`config.mk`:
```
export PLATFORM = sky130hd
export DESIGN_NAME = password_verify
export DESIGN_NICKNAME = d
export VERILOG_FILES = /design/src/rtl/password_verify.sv
export SDC_FILE = /design/constraint.sdc
export NUM_CORES = 1
export LEC_CHECK = 0
export CORE_MARGIN = 4
export CORE_UTILIZATION = 52
export CTS_CLUSTER_DIAMETER = 120
export DETAILED_ROUTE_END_ITERATION = 8
export PLACE_DENSITY = 0.92
export RECOVER_POWER = 25
export SLEW_MARGIN = 40
export SYNTH_ARGS = -nofsm -noshare
export SYNTH_HDL_FRONTEND = slang
export SYNTH_SLANG_ARGS = --single-unit
```
`constraint.sdc`:
```
create_clock -name clk -period 3.1 [get_ports clk]
set_input_delay 0.31 -clock clk [delete_from_list [all_inputs] [get_ports clk]]
set_output_delay 0.31 -clock clk [all_outputs]
set_load 0.01 [all_outputs]
```
`src/rtl/password_verify.sv`:
```
// -----------------------------------------------------------------------------
// password_verify
//   Checks a 6-bit user code against the stored password on each rising edge
//   of the enter key. A correct code opens the door for OPEN_CYCLES cycles. A
//   wrong code pulses err and counts the failure. MAX_TRY consecutive failures
//   raise alarm for LOCK_CYCLES cycles. A request while no password is stored
//   pulses err and changes nothing else. Requests that arrive outside IDLE are
//   dropped.
//
// Ports
//   clk       in   single clock, rising edge
//   rst_n     in   asynchronous active-low reset
//   pw_6      in   [5:0] code entered by the user
//   enter     in   user key level; a request is its rising edge
//   npw       in   [5:0] stored password
//   status    in   stored password valid
//   unlock    out  door open (registered)
//   err       out  one-cycle error pulse (registered)
//   alarm     out  lockout active (registered)
//   fail_cnt  out  [1:0] consecutive wrong entries (registered)
// -----------------------------------------------------------------------------
module password_verify #(
   parameter int MAX_TRY     = 3,
   parameter int OPEN_CYCLES = 8,
   parameter int LOCK_CYCLES = 16
) (
   input  logic       clk,
   input  logic       rst_n,
   input  logic [5:0] pw_6,
   input  logic       enter,
   input  logic [5:0] npw,
   input  logic       status,
   output logic       unlock,
   output logic       err,
   output logic       alarm,
   output logic [1:0] fail_cnt
);

   // The timer counts down from N-1 to 0, so it only needs to hold max-1.
   localparam int TMAX = (OPEN_CYCLES > LOCK_CYCLES) ? OPEN_CYCLES : LOCK_CYCLES;
   localparam int TW   = (TMAX > 1) ? $clog2(TMAX) : 1;

   localparam logic [TW-1:0] OPEN_LOAD = TW'(OPEN_CYCLES - 1);
   localparam logic [TW-1:0] LOCK_LOAD = TW'(LOCK_CYCLES - 1);
   localparam logic [1:0]    MAX_CNT   = 2'(MAX_TRY);

   typedef enum logic [2:0] {
      IDLE,
      CHECK,
      OPEN,
      FAIL,
      LOCKOUT
   } state_t;

   state_t        state, state_d;
   logic          enter_q;
   logic          armed, armed_d;
   logic [5:0]    code_q, code_d;
   logic [TW-1:0] timer, timer_d;
   logic          unlock_d, err_d, alarm_d;
   logic [1:0]    cnt_d, cnt_inc;
   logic          req;

   // armed stays low after reset until enter has been seen low once, so a key
   // already held down across reset release does not count as a press.
   assign armed_d = armed | ~enter;
   assign req     = enter & ~enter_q & armed;

   // Saturating increment; lockout normally clears the count before it could
   // reach MAX_CNT here, the clamp only keeps it from ever wrapping.
   assign cnt_inc = (fail_cnt >= MAX_CNT) ? MAX_CNT : fail_cnt + 2'd1;

   always_ff @(posedge clk or negedge rst_n) begin
      if (!rst_n) begin
         state    <= IDLE;
         enter_q  <= 1'b0;
         armed    <= 1'b0;
         code_q   <= '0;
         timer    <= '0;
         unlock   <= 1'b0;
         err      <= 1'b0;
         alarm    <= 1'b0;
         fail_cnt <= 2'd0;
      end else begin
         state    <= state_d;
         enter_q  <= enter;
         armed    <= armed_d;
         code_q   <= code_d;
         timer    <= timer_d;
         unlock   <= unlock_d;
         err      <= err_d;
         alarm    <= alarm_d;
         fail_cnt <= cnt_d;
      end
   end

   // Next state and next registered outputs. The pulse-type outputs default
   // low so each state only names the outputs it holds high.
   always_comb begin
      state_d  = state;
      code_d   = code_q;
      timer_d  = timer;
      cnt_d    = fail_cnt;
      unlock_d = 1'b0;
      err_d    = 1'b0;
      alarm_d  = 1'b0;

      case (state)
         IDLE: begin
            if (req) begin
               if (status) begin
                  code_d  = pw_6;
                  state_d = CHECK;
               end else begin
                  err_d = 1'b1;
               end
            end
         end

         CHECK: begin
            if (code_q == npw) begin
               state_d  = OPEN;
               unlock_d = 1'b1;
               cnt_d    = 2'd0;
               timer_d  = OPEN_LOAD;
            end else begin
               cnt_d = cnt_inc;
               if (cnt_inc == MAX_CNT) begin
                  state_d = LOCKOUT;
                  alarm_d = 1'b1;
                  timer_d = LOCK_LOAD;
               end else begin
                  state_d = FAIL;
                  err_d   = 1'b1;
               end
            end
         end

         OPEN: begin
            if (timer == '0) begin
               state_d = IDLE;
            end else begin
               timer_d  = timer - 1'b1;
               unlock_d = 1'b1;
            end
         end

         FAIL: begin
            state_d = IDLE;
         end

         LOCKOUT: begin
            if (timer == '0) begin
               state_d = IDLE;
               cnt_d   = 2'd0;
            end else begin
               timer_d = timer - 1'b1;
               alarm_d = 1'b1;
            end
         end

         default: begin
            state_d = IDLE;
         end
      endcase
   end

endmodule
```
==> results.cfg, run 1 <==
[critical_path]
reg2reg_depth = 5
reg2reg_to = timer[1]$_DFFE_PN0P_
cp.arrival_ns = 2.02
reg2reg_slack_ns = 1.31
cp-start-kind = input pin
critPathKind = input pin to flip-flop
r2r-start = state[2]$_DFFE_PN0P_
end_kind = flip-flop
required_ns = 3.29
crit_fanout = 7

[detailed_routing]
route.detailed.drc = 0
drtPass1Iterations = 4
wl_um = 1760
ant_nets = 0
drtIter0Drc = 18
wl_per_cell_um = 12.9
vias_per_cell = 5.44
via_count = 740

[sta]
final-hold-violation-count = 0
finalSetupViolCount = 0
fin_crit_ns = 1.83
drv_slew = 0
period_share_pct = 59.0
max_freq_ghz = 0.546
rsz0062_at_grt = no
worst_slack_ns = 1.27
maxSlewHeadroom_pct = 31.4
finClkSkew_ns = 0.00176
tns_ns = 0
tightestPinTransition_ns = 1.03

[synthesis]
syn_nets = 106
syn_avg_cell_area_sq_um = 10.9
syn_area_sq_um = 968
ys_ff_latch = 20
synth_cells = 89
synth_cell_types = 30
synth_warnings = 0
ys_seq_area_share_pct = 51.7

[clock_network]
cts_buffer_depth = 2
clkSinkCount = 20
cts_tree = done
cts_made_buffers = 3
clock_latency_ns = 0.29
cts-resized-gates = 0
path_clk_slew_ns = 0.09
h-tree-depth = 1
cts-root-buf = clkbuf_4

[placement]
placedInstanceArea_sq_um = 1180
port_buffers = 20
dp.cells = 132
dp_slack_ns = 0.933
gp_congestion = 0.834
hpwl_um = 1390

[grt]
grt_pass1_vias = 749
grt_max_degree = 21
grtUsageTotal_pct = 16.7
antenna_found_initial = 0
grt_overflow = 0
grt_pass1_wl_um = 3180

[die]
die_h_um = 51.2
coreArea_sq_um = 1750
dieArea_sq_um = 2620
rows = 15
die_x_um = 51.2
pin_count = 21
floorplan.initialDensity_pct = 55.5

[cells_and_area]
diodes = 0
syn_to_final_growth_pct = 24.7
fillers = 144
fin_area_sq_um = 1210
instances_no_fill = 136
drive_above_1_share_pct = 13.5
nets = 130

[run_status]
status = finished, final reports clean

[worst_hold_path]
min_path_cells = 1
hp-class = flip-flop to flip-flop
whs_endpoint = armed$_DFF_PN0_
min_from = armed$_DFF_PN0_

[run]
drv_cap = 0

[power]
power.share.clock_pct = 12.7
power.density_nw_per_um2 = 751
switching_share_pct = 34.9
p_leak_uw = 0.000503
vdd_drop_max_mv = 0.481
total_power_uw = 907
p_seq_share_pct = 48.2
power_frac_comb_pct = 39.1
p_sw_uw = 316
p_int_uw = 591
-- sequential cells by signal (all words and copies together) (netlist names) --
signal / count
alarm: 1
armed: 1
code_q: 6
enter_q: 1
err: 1
fail_cnt: 2
state: 3
timer: 4
unlock: 1
-- cell type report --
cell class / instances / area (sq um) / area share [%]
Inverter: 3 / 11.3 / 0.933
Clock buffer: 3 / 22.5 / 1.87
Sequential cell: 20 / 500 / 41.5
Timing Repair Buffer: 21 / 204 / 16.9
Multi-Input combinational cell: 64 / 438 / 36.3
Tap cell: 25 / 31.3 / 2.59
-- power groups by stage --
stage | Combinational, uW | Clock [uW] | Sequential (uW)
2_1_floorplan | 267 | 0 | 420
3_3_place_gp | 342 | 0 | 436
3_5_place_dp | 358 | 0 | 442
4_1_cts | 358 | 122 | 438
5_1_grt | 396 | 135 | 455
6_report | 355 | 115 | 438
-- critical path, cell delays in order --
cell and delay (ns):
clkdlybuf4s50_1 0.42, xor2_1 0.17, nor4_2 0.30, nand3_2 0.19
a22oi_2 0.28, mux2_1 0.35
-- metal layers --
layer / vias up / global-route usage [%] / wire [um]
li1: 354 / - / -
met1: 357 / 18.2 / 695
met2: 24 / 29.0 / 898
met3: 5 / 5.54 / 115
met4: 0 / 8.07 / 46
met5: - / 0 / 0
-- placed cells by master (no fill, tap or decap) --
cell	count
xnor2_1	4
ha_1	1
nand3_2	1
or2b_1	1
mux2_2	6
o21ai_0	2
nor3_1	2
nor2_1	9
clkbuf_1	1
dfrtp_1	20
nor4_2	1
nor3b_1	1
and4bb_2	1
o22ai_1	1
xor2_1	4
nand2_1	11
clkbuf_4	3
or2_2	1
a21o_1	1
mux2_1	1
o211a_1	1
nand3_1	3
a22oi_2	1
clkdlybuf4s50_1	18
o21a_1	2
a32oi_1	1
nand2b_1	1
o221a_2	1
a21oi_1	4
nor2b_1	2
inv_1	3
dlygate4sd3_1	2
-- kinds of logic after synthesis --
group | share of synthesized area (%)
adder cells (fa/ha/maj) | 1.29
XOR/XNOR | 7.23
AND/OR/NAND/NOR | 18.1
flip-flops | 51.7
multiplexers | 8.14
AO/OA/AOI/OAI | 10.5
buffers and inverters | 3.10
-- per-stage QoR --
stage | util (%) | hold slack (ns)
after global routing | 69.2 | 0.504
after floorplan | - | 0.0144
after global placement | 67.7 | 0.444
after detailed placement | 67.4 | 0.272
final | 69.2 | 0.469
after CTS | 69.2 | 0.476
-- synth_stat cells --
cell type / instances / area, sq um
dfrtp_1: 20 / 500
nand2_1: 11 / 41.3
nor2_1: 9 / 33.8
mux2_2: 6 / 67.6
a21oi_1: 4 / 20.0
xnor2_1: 4 / 35.0
xor2_1: 4 / 35.0
inv_1: 3 / 11.3
nand3_1: 3 / 15.0
nor2b_1: 2 / 12.5
nor3_1: 2 / 10.0
o21a_1: 2 / 15.0
o21ai_0: 2 / 10.0
a21o_1: 1 / 7.51
a22oi_2: 1 / 12.5
a32oi_1: 1 / 8.76
and4bb_2: 1 / 12.5
buf_4: 1 / 7.51
buf_6: 1 / 11.3
ha_1: 1 / 12.5
mux2_1: 1 / 11.3
nand2b_1: 1 / 6.26
nand3_2: 1 / 10.0
nor3b_1: 1 / 7.51
nor4_2: 1 / 12.5
o211a_1: 1 / 10.0
o221a_2: 1 / 11.3
o22ai_1: 1 / 6.26
or2_2: 1 / 6.26
or2b_1: 1 / 7.51
-- how the worst max path moves through the flow --
| stage | slack [ns] | startpoint | to |
|---|---|---|---|
| after floorplan | 1.45 | state[1]$_DFFE_PN0P_ | timer[1]$_DFFE_PN0P_ |
| final | 1.27 | npw[5] | timer[1]$_DFFE_PN0P_ |
| after global routing | 1.17 | state[2]$_DFFE_PN0P_ | timer[1]$_DFFE_PN0P_ |
| after global placement | 1.00 | npw[5] | timer[1]$_DFFE_PN0P_ |
| after detailed placement | 0.93 | npw[5] | timer[1]$_DFFE_PN0P_ |
| after CTS | 1.26 | npw[5] | timer[1]$_DFFE_PN0P_ |
-- what timing repair did --
action / 4_1_cts / 5_1_grt
buffers inserted: 0 / 0
hold endpoints to repair: 20 / 0
hold buffers: 1 / 0
(Power assumes the default switching activity.)
==> inputs of run 2 (changes only) <==
--- a/config.mk
+++ b/config.mk
@@ -6,10 +6,10 @@
 export NUM_CORES = 1
 export LEC_CHECK = 0
 export CORE_MARGIN = 4
-export CORE_UTILIZATION = 52
+export CORE_UTILIZATION = 44
 export CTS_CLUSTER_DIAMETER = 120
 export DETAILED_ROUTE_END_ITERATION = 8
-export PLACE_DENSITY = 0.92
+export PLACE_DENSITY = 0.84
 export RECOVER_POWER = 25
 export SLEW_MARGIN = 40
 export SYNTH_ARGS = -nofsm -noshare
==> constraint.sdc (replaced) <==
create_clock -name clk -period 1.6 [get_ports clk]
set_input_delay 0.16 -clock clk [delete_from_list [all_inputs] [get_ports clk]]
set_output_delay 0.16 -clock clk [all_outputs]
set_load 0.01 [all_outputs]
==> results.cfg, run 2 (synthesis gave the netlist of run 1 again) <==
[run_status]
status = complete, but fails checks
failed_checks = setup timing

[clock_network]
h-tree-depth = 1
cts-root-buf = clkbuf_4
path_clk_slew_ns = 0.11
clkSinkCount = 20
clock_latency_ns = 0.32
postCtsHoldBufs = 0
cts_tree = done
cts_buffer_depth = 2
cts_made_buffers = 3

[sta]
worst_slack_ns = -0.0644
fin_crit_ns = 1.66
tightestPinTransition_ns = 1.10
hold_ws_ns = 0.423
drv_slew = 0
maxSlewHeadroom_pct = 27.0
finalSetupViolCount = 2
finClkSkew_ns = 0.00790
period_share_pct = 104
max_freq_ghz = 0.601
final-hold-violation-count = 0
rsz0062_at_grt = yes

[grt]
grt_overflow = 0
grtUsageTotal_pct = 16.3
grt_pass1_wl_um = 3440
grt_pass1_vias = 834
grt_max_degree = 21
antenna_found_initial = 0

[die]
floorplan.initialDensity_pct = 47.9
coreArea_sq_um = 2020
die_x_um = 54.9
pin_count = 21
die_h_um = 54.9
rows = 16
dieArea_sq_um = 3020

[power]
p_seq_share_pct = 37.9
total_power_uw = 2180
power.share.clock_pct = 19.4
p_int_uw = 1450
vdd_drop_max_mv = 1.00
p_leak_uw = 0.000590
power.density_nw_per_um2 = 1600
switching_share_pct = 33.7
p_sw_uw = 737
power_frac_comb_pct = 42.7

[detailed_routing]
wl_per_cell_um = 14.4
wl_um = 2150
route.detailed.drc = 0
ant_nets = 0
drtIter0Drc = 5
via_count = 766
vias_per_cell = 5.14
drtPass1Iterations = 4

[placement]
dp.cells = 145
port_buffers = 20
hpwl_um = 1620
gp_congestion = 0.835

[cells_and_area]
syn_to_final_growth_pct = 40.8
regMostFlops = code_q
post-route-util_pct = 67.5
layout_common_cells = dfrtp_1 (20), clkdlybuf4s50_1 (19), nand2_1 (11)
mostFrequentLayoutCell = dfrtp_1
nets = 140
instances_no_fill = 149
drive_above_1_share_pct = 27.0
top_regs = code_q: 6 flops, timer: 4 flops, state: 3 flops
diodes = 0
largest_reg_flops = 6

[run]
drv_cap = 0

[critical_path]
cp-start-kind = flip-flop
cp.arrival_ns = 1.87
required_ns = 1.81
critPathKind = flip-flop to flip-flop
crit_fanout = 2
end_kind = flip-flop

[worst_hold_path]
hp-class = input pin to flip-flop
-- run 2: metrics by stage --
step                      setup TNS (ns)  worst slack (ns)  instance area (sq um)
after detailed placement           -1.72            -0.253                   1270
after floorplan                  -0.0448           -0.0448                    971
after CTS                        -0.0590           -0.0590                   1330
final                            -0.0890           -0.0644                   1360
after global placement            -0.898            -0.180                   1270
after global routing              -0.499            -0.137                   1360
-- run 2: what timing repair did --
item,4_1_cts,5_1_grt
resized for setup,1,8
setup buffers,0,0
setup endpoints to repair,2,15
pin swaps,0,4
-- run 2: path summary, 6_finish.rpt --
check | from | endpoint | slack [ns] | cells after the start
setup / recovery | code_q[3]$_DFFE_PN0P_ | timer[1]$_DFFE_PN0P_ | -0.06 | 5
min in group asynchronous | rst_n | timer[3]$_DFFE_PN0P_ | 0.55 | 2
hold / removal | enter | enter_q$_DFF_PN0_ | 0.42 | 2
hold reg to reg | armed$_DFF_PN0_ | armed$_DFF_PN0_ | 0.49 | 1
max in group asynchronous | rst_n | code_q[3]$_DFFE_PN0P_ | 0.40 | 2
setup reg to reg | code_q[3]$_DFFE_PN0P_ | timer[1]$_DFFE_PN0P_ | -0.06 | 5
-- run 2: area by class of cell --
type	count	area (sq um)
clock buffer	3	22.5
clock inverter	1	30.0
fill	158	658
inverter	3	11.3
multi-input combinational	64	487
sequential	20	500
tap	27	33.8
timing repair buffer	31	279
-- run 2: per-layer routing --
metal | vias to the layer above | GRT usage (%) | part of all wire [%]
met5 | - | 0 | 0
met4 | 0 | 7.29 | 1.4
met3 | 3 | 5.63 | 6.1
met2 | 29 | 28.3 | 52
met1 | 362 | 17.8 | 41
li1 | 372 | - | -
-- run 2: power by group through the flow --
stage	clock network [uW]	logic (uW)	registers [uW]
2_1_floorplan	0	518	813
3_3_place_gp	0	834	818
3_5_place_dp	0	877	827
4_1_cts	425	883	819
5_1_grt	451	1030	849
6_report	424	932	829
-- run 2: worst max-delay path: stages (launching register included) --
cell and delay (ns):
dfrtp_1 0.41, xor2_1 0.15, nor4_2 0.30, nand3_2 0.12, a22oi_2 0.26, mux2_4 0.32
==> inputs of run 3 (changes only) <==
--- a/config.mk
+++ b/config.mk
@@ -9,7 +9,7 @@
 export CORE_UTILIZATION = 44
 export CTS_CLUSTER_DIAMETER = 120
 export DETAILED_ROUTE_END_ITERATION = 8
-export PLACE_DENSITY = 0.84
+export PLACE_DENSITY = 0.76
 export RECOVER_POWER = 25
 export SLEW_MARGIN = 40
 export SYNTH_ARGS = -nofsm -noshare
==> results.cfg, run 3 (synthesis gave the netlist of run 1 again) <==
[placement]
dp_slack_ns = -0.226
hpwl_um = 1380
gp_congestion = 0.763
placedInstanceArea_sq_um = 1250
port_buffers = 20
dp.cells = 143

[cells_and_area]
layout_common_cells = dfrtp_1 (20), clkdlybuf4s50_1 (19), nand2_1 (11)
nets = 138
fillers = 160
instances_no_fill = 147
drive_above_1_share_pct = 24.2
diodes = 0
largest_reg_flops = 6
mostFrequentLayoutCell = dfrtp_1
fin_area_sq_um = 1320
top_regs = code_q: 6 flops, timer: 4 flops, state: 3 flops
syn_to_final_growth_pct = 36.7
regMostFlops = code_q

[die]
die_x_um = 54.9
rows = 16
die_h_um = 54.9
floorplan.initialDensity_pct = 47.9
pin_count = 21
dieArea_sq_um = 3020
coreArea_sq_um = 2020

[grt]
grt_pass1_vias = 736
grt_pass1_wl_um = 3090
grt_overflow = 0
use_met2_pct = 26.6
met3_usage_pct = 2.41
grt_max_degree = 21
antenna_found_initial = 0
busiest_layer = met2
grtUsageTotal_pct = 14.8
grt.met1_usage_pct = 16.8

[clock_network]
cts_setup_buffers = 0
clkSinkCount = 20
cts-root-buf = clkbuf_4
cts_buffer_depth = 2
path_clk_slew_ns = 0.11
cts_tree = done
cts_made_buffers = 3
postCtsHoldBufs = 0
clock_latency_ns = 0.29
h-tree-depth = 1

[detailed_routing]
ant_nets = 0
vias_per_cell = 5.20
wl_per_cell_um = 11.9
route.detailed.drc = 0
drtPass1Iterations = 4
via_count = 765
drtIter0Drc = 2
wl_um = 1750

[power]
p_seq_share_pct = 42.1
total_power_uw = 1960
power.density_nw_per_um2 = 1480
power_frac_comb_pct = 43.5
p_leak_uw = 0.000574
p_int_uw = 1300
p_sw_uw = 662
power.share.clock_pct = 14.4
switching_share_pct = 33.7
vdd_drop_max_mv = 0.827

[sta]
hold_ws_ns = 0.446
drv_slew = 0
fin_crit_ns = 1.59
period_share_pct = 99.7
tightestPinTransition_ns = 1.02
final-hold-violation-count = 0
finClkSkew_ns = 0.00372
max_freq_ghz = 0.627
maxSlewHeadroom_pct = 32.1
finalSetupViolCount = 0
worst_slack_ns = 0.00548
rsz0062_at_grt = yes

[critical_path]
end_kind = flip-flop
required_ns = 1.79
critPathKind = flip-flop to flip-flop
cp.arrival_ns = 1.78
crit_fanout = 2
cp-start-kind = flip-flop

[run]
drv_cap = 0

[run_status]
status = finished, final reports clean

[worst_hold_path]
hp-class = input pin to flip-flop
[run 3: through the flow]
stage / setup TNS (ns) / util (%)
after global placement: -0.871 / 62.0
after floorplan: -0.0448 / -
after CTS: -0.0139 / 64.2
after global routing: -0.626 / 65.5
after detailed placement: -1.21 / 62.0
final: 0 / 65.5
[run 3: per-layer routing]
layer  wire, um  up-vias
li1           -      372
met1        735      370
met2        899       19
met3         85        4
met4         31        0
met5          0        -
[run 3: final timing paths]
check,from,to,slack (ns),cells after the start
worst max register to register,code_q[5]$_DFFE_PN0P_,timer[1]$_DFFE_PN0P_,0.005,5
worst min-delay path,enter,enter_q$_DFF_PN0_,0.45,2
worst max-delay path,code_q[5]$_DFFE_PN0P_,timer[1]$_DFFE_PN0P_,0.005,5
worst min register to register,armed$_DFF_PN0_,armed$_DFF_PN0_,0.47,1
max in group asynchronous,rst_n,timer[0]$_DFFE_PN0P_,0.45,2
min in group asynchronous,rst_n,fail_cnt[0]$_DFFE_PN0P_,0.54,2
[run 3: layout make-up]
class                           instances  area [sq um]  area share [%]
Timing Repair Buffer                   29           264            19.9
Multi-Input combinational cell         64           478            36.1
Tap cell                               27          33.8            2.55
Sequential cell                        20           500            37.8
Inverter                                3          11.3           0.851
Clock buffer                            4          36.3            2.74
[run 3: repair_timing]
| action | CTS | global route |
|---|---|---|
| endpoints found under the setup margin | 2 | 10 |
| resized for setup | 2 | 5 |
| pin swaps | 0 | 1 |
[run 3: worst max-delay path: stages (launching register included)]
cell     delay [ns]
dfrtp_1        0.40
xor2_1         0.15
nor4_2         0.29
nand3_2        0.12
a22oi_2        0.21
mux2_4         0.31
[run 3: power by group through the flow]
stage / logic [uW] / registers, uW / clock network (uW)
3_3_place_gp: 795 / 822 / 0
3_5_place_dp: 815 / 830 / 0
2_1_floorplan: 518 / 813 / 0
6_report: 854 / 827 / 284
5_1_grt: 937 / 854 / 324
4_1_cts: 836 / 821 / 293
==> patch (flow settings as in run 3) <==
Set the parameter `LOCK_CYCLES` to 32 (it was 16).
--- a/src/rtl/password_verify.sv
+++ b/src/rtl/password_verify.sv
@@ -24,3 +24,3 @@
    parameter int OPEN_CYCLES = 8,
-   parameter int LOCK_CYCLES = 16
+   parameter int LOCK_CYCLES = 32
 ) (
Check against the original RTL: same outputs for any inputs over 10 cycles, from zero or initial values and one cycle with rst_n low; that may be too few to reach the edited logic, so the function may still have changed.
==> patch against run 3 <==
Power grew 12%. Worst setup slack gained 8.1 ps. Non-clock buffer count grew 10. Die area grew 10%. Cell area grew 13%. Global-route usage shrank 1.1 points. Routed wire length grew 14%. Clock skew shrank 2.5 ps. Via count grew 10%. Sequential cell count grew 1. Area after synthesis grew 12%.
==> patch: results <==
{
  "crit_fanout": 5,
  "cpLargestDelayFamily": "simple AND/OR/NAND/NOR gates",
  "path_clk_slew_ps": 110,
  "largest_reg_flops": 6,
  "viasPerCell": 5.204,
  "fillers": 173,
  "route.detailed.drc": 0,
  "cts_made_buffers": 3,
  "reg2reg_setup_slack_ps": 10,
  "max-clock-path-buffers": 2,
  "slew-limit-headroom_pct": 27.03,
  "ys_warn_count": 0,
  "track_usage_pct": 13.64,
  "drt_pre_antenna_iters": 3,
  "numPortBuffers": 20,
  "insertion_delay_ps": 290,
  "switching_share_pct": 34.18,
  "synth_cell_types": 37,
  "synth-seq-area-share_pct": 48.33,
  "place_area_um2": 1414,
  "r2r_cells": 7,
  "netlist_top_cells_area": "dfrtp_1 (48%), xnor2_1 (6.4%), mux2_2 (6.2%), o32ai_4 (2.5%), a21oi_1 (2.3%)",
  "min_path_cells": 2,
  "largestRegisters": "code_q (6), timer (5), state (3)",
  "yosys-top-cells-count": "dfrtp_1 (21), xnor2_1 (8), inv_1 (6), mux2_2 (6)",
  "drt_iter0_markers": 6,
  "grt_max_degree": 22,
  "grt_first_pass_wirelength_mm": 3.546,
  "hpwl_mm": 1.574,
  "holdCritPathClass": "in2reg",
  "finalWirelength_mm": 2.003,
  "antenna_found_initial": 0,
  "htreeDepth": 1,
  "root_buffer": "clkbuf_4",
  "power_leakage_nw": 0.6198,
  "status": "finished clean",
  "cp.arrival_ps": 1830,
  "critical-path-max-stage-delay_ps": 400,
  "skew_ps": 1.213,
  "ys.flop_type": "dfrtp_1",
  "antennaDiodeCount": 0,
  "fin_hold_ws_ps": 441.4,
  "grt_pass1_vias": 839,
  "async_reset_ff_share_pct": 100.0,
  "fin_nets": 152,
  "critPathSlowestCell": "or3b_4",
  "gp_congestion": 0.8188,
  "layout-drive-gt1-share_pct": 33.58,
  "irDropWorstVdd_v": 0.0008182,
  "syn-num-nets": 111
}
==> patch: cell count changes after synthesis, moves of 2 or more <==
cell     change
nand3_1      -2
buf_2        +2
o21ai_0      +3
xnor2_1      +4
o22ai_1      +2
nor2b_1      -2
nand2_1      -7
inv_1        +3
nor2_1       -6
xor2_1       -2
==> patch: logic make-up after synthesis <==
kind of cell,after synthesis,share of synthesized area [%]
multiplexers,6,6.214
adder cells (fa/ha/maj),1,1.151
XOR/XNOR,10,8.056
flip-flops,21,48.33
buffers and inverters,9,4.027
AND/OR/NAND/NOR,24,15.76
AO/OA/AOI/OAI,23,16.46
==> patch: worst paths after layout <==
path                          start       end
setup reg to reg           timer[0]  state[1]
min in group asynchronous     rst_n  timer[4]
hold / removal                enter   enter_q
setup / recovery           timer[0]  state[1]
max in group asynchronous     rst_n  state[2]
hold reg to reg               armed     armed
==> patch: what timing repair did <==
item	in CTS	in global routing
endpoints found under the setup margin	3	5
resized for setup	2	6
setup buffers	2	4
pin swaps	4	4
==> patch: routing by layer <==
layer	wire length, um	global-route usage (%)
met1	911	17.23
met2	997	22.90
met3	81	2.895
met4	13	4.967
met5	0	0
==> patch: metrics by stage <==
stage	cells	setup WS (ps)	utilization, %
after floorplan	94	65.78	-
after global placement	154	-32.85	62.12
after detailed placement	154	-80.23	62.12
after CTS	159	-2.621	63.77
after global routing	162	-87.95	65.53
final	162	13.56	65.53
==> patch: layout make-up <==
type,instances,area (um^2),area share [%]
inverter,6,22.52,1.510
sequential,21,526.8,35.32
clock buffer,4,26.28,1.762
tap,28,35.03,2.349
timing repair buffer,39,339.1,22.73
multi-input combinational,64,541.8,36.33
==> patch: power groups by stage <==
stage | sequential [mW] | clock (mW) | combinational [mW]
final | 0.874 | 0.246 | 1.07
after global routing | 0.902 | 0.285 | 1.18
after CTS | 0.868 | 0.258 | 1.03
after detailed placement | 0.878 | 0 | 1.00
after global placement | 0.866 | 0 | 0.976
after floorplan | 0.853 | 0 | 0.640
==> patch: worst reg2reg max path, delay by kind of cell, from the launching register on <==
kind	cells	cell delay, ps
adder cells (fa/ha/maj)	1	160
buffers and inverters	2	210
AND/OR/NAND/NOR	2	530
AO/OA/AOI/OAI	2	260
flip-flops	1	380
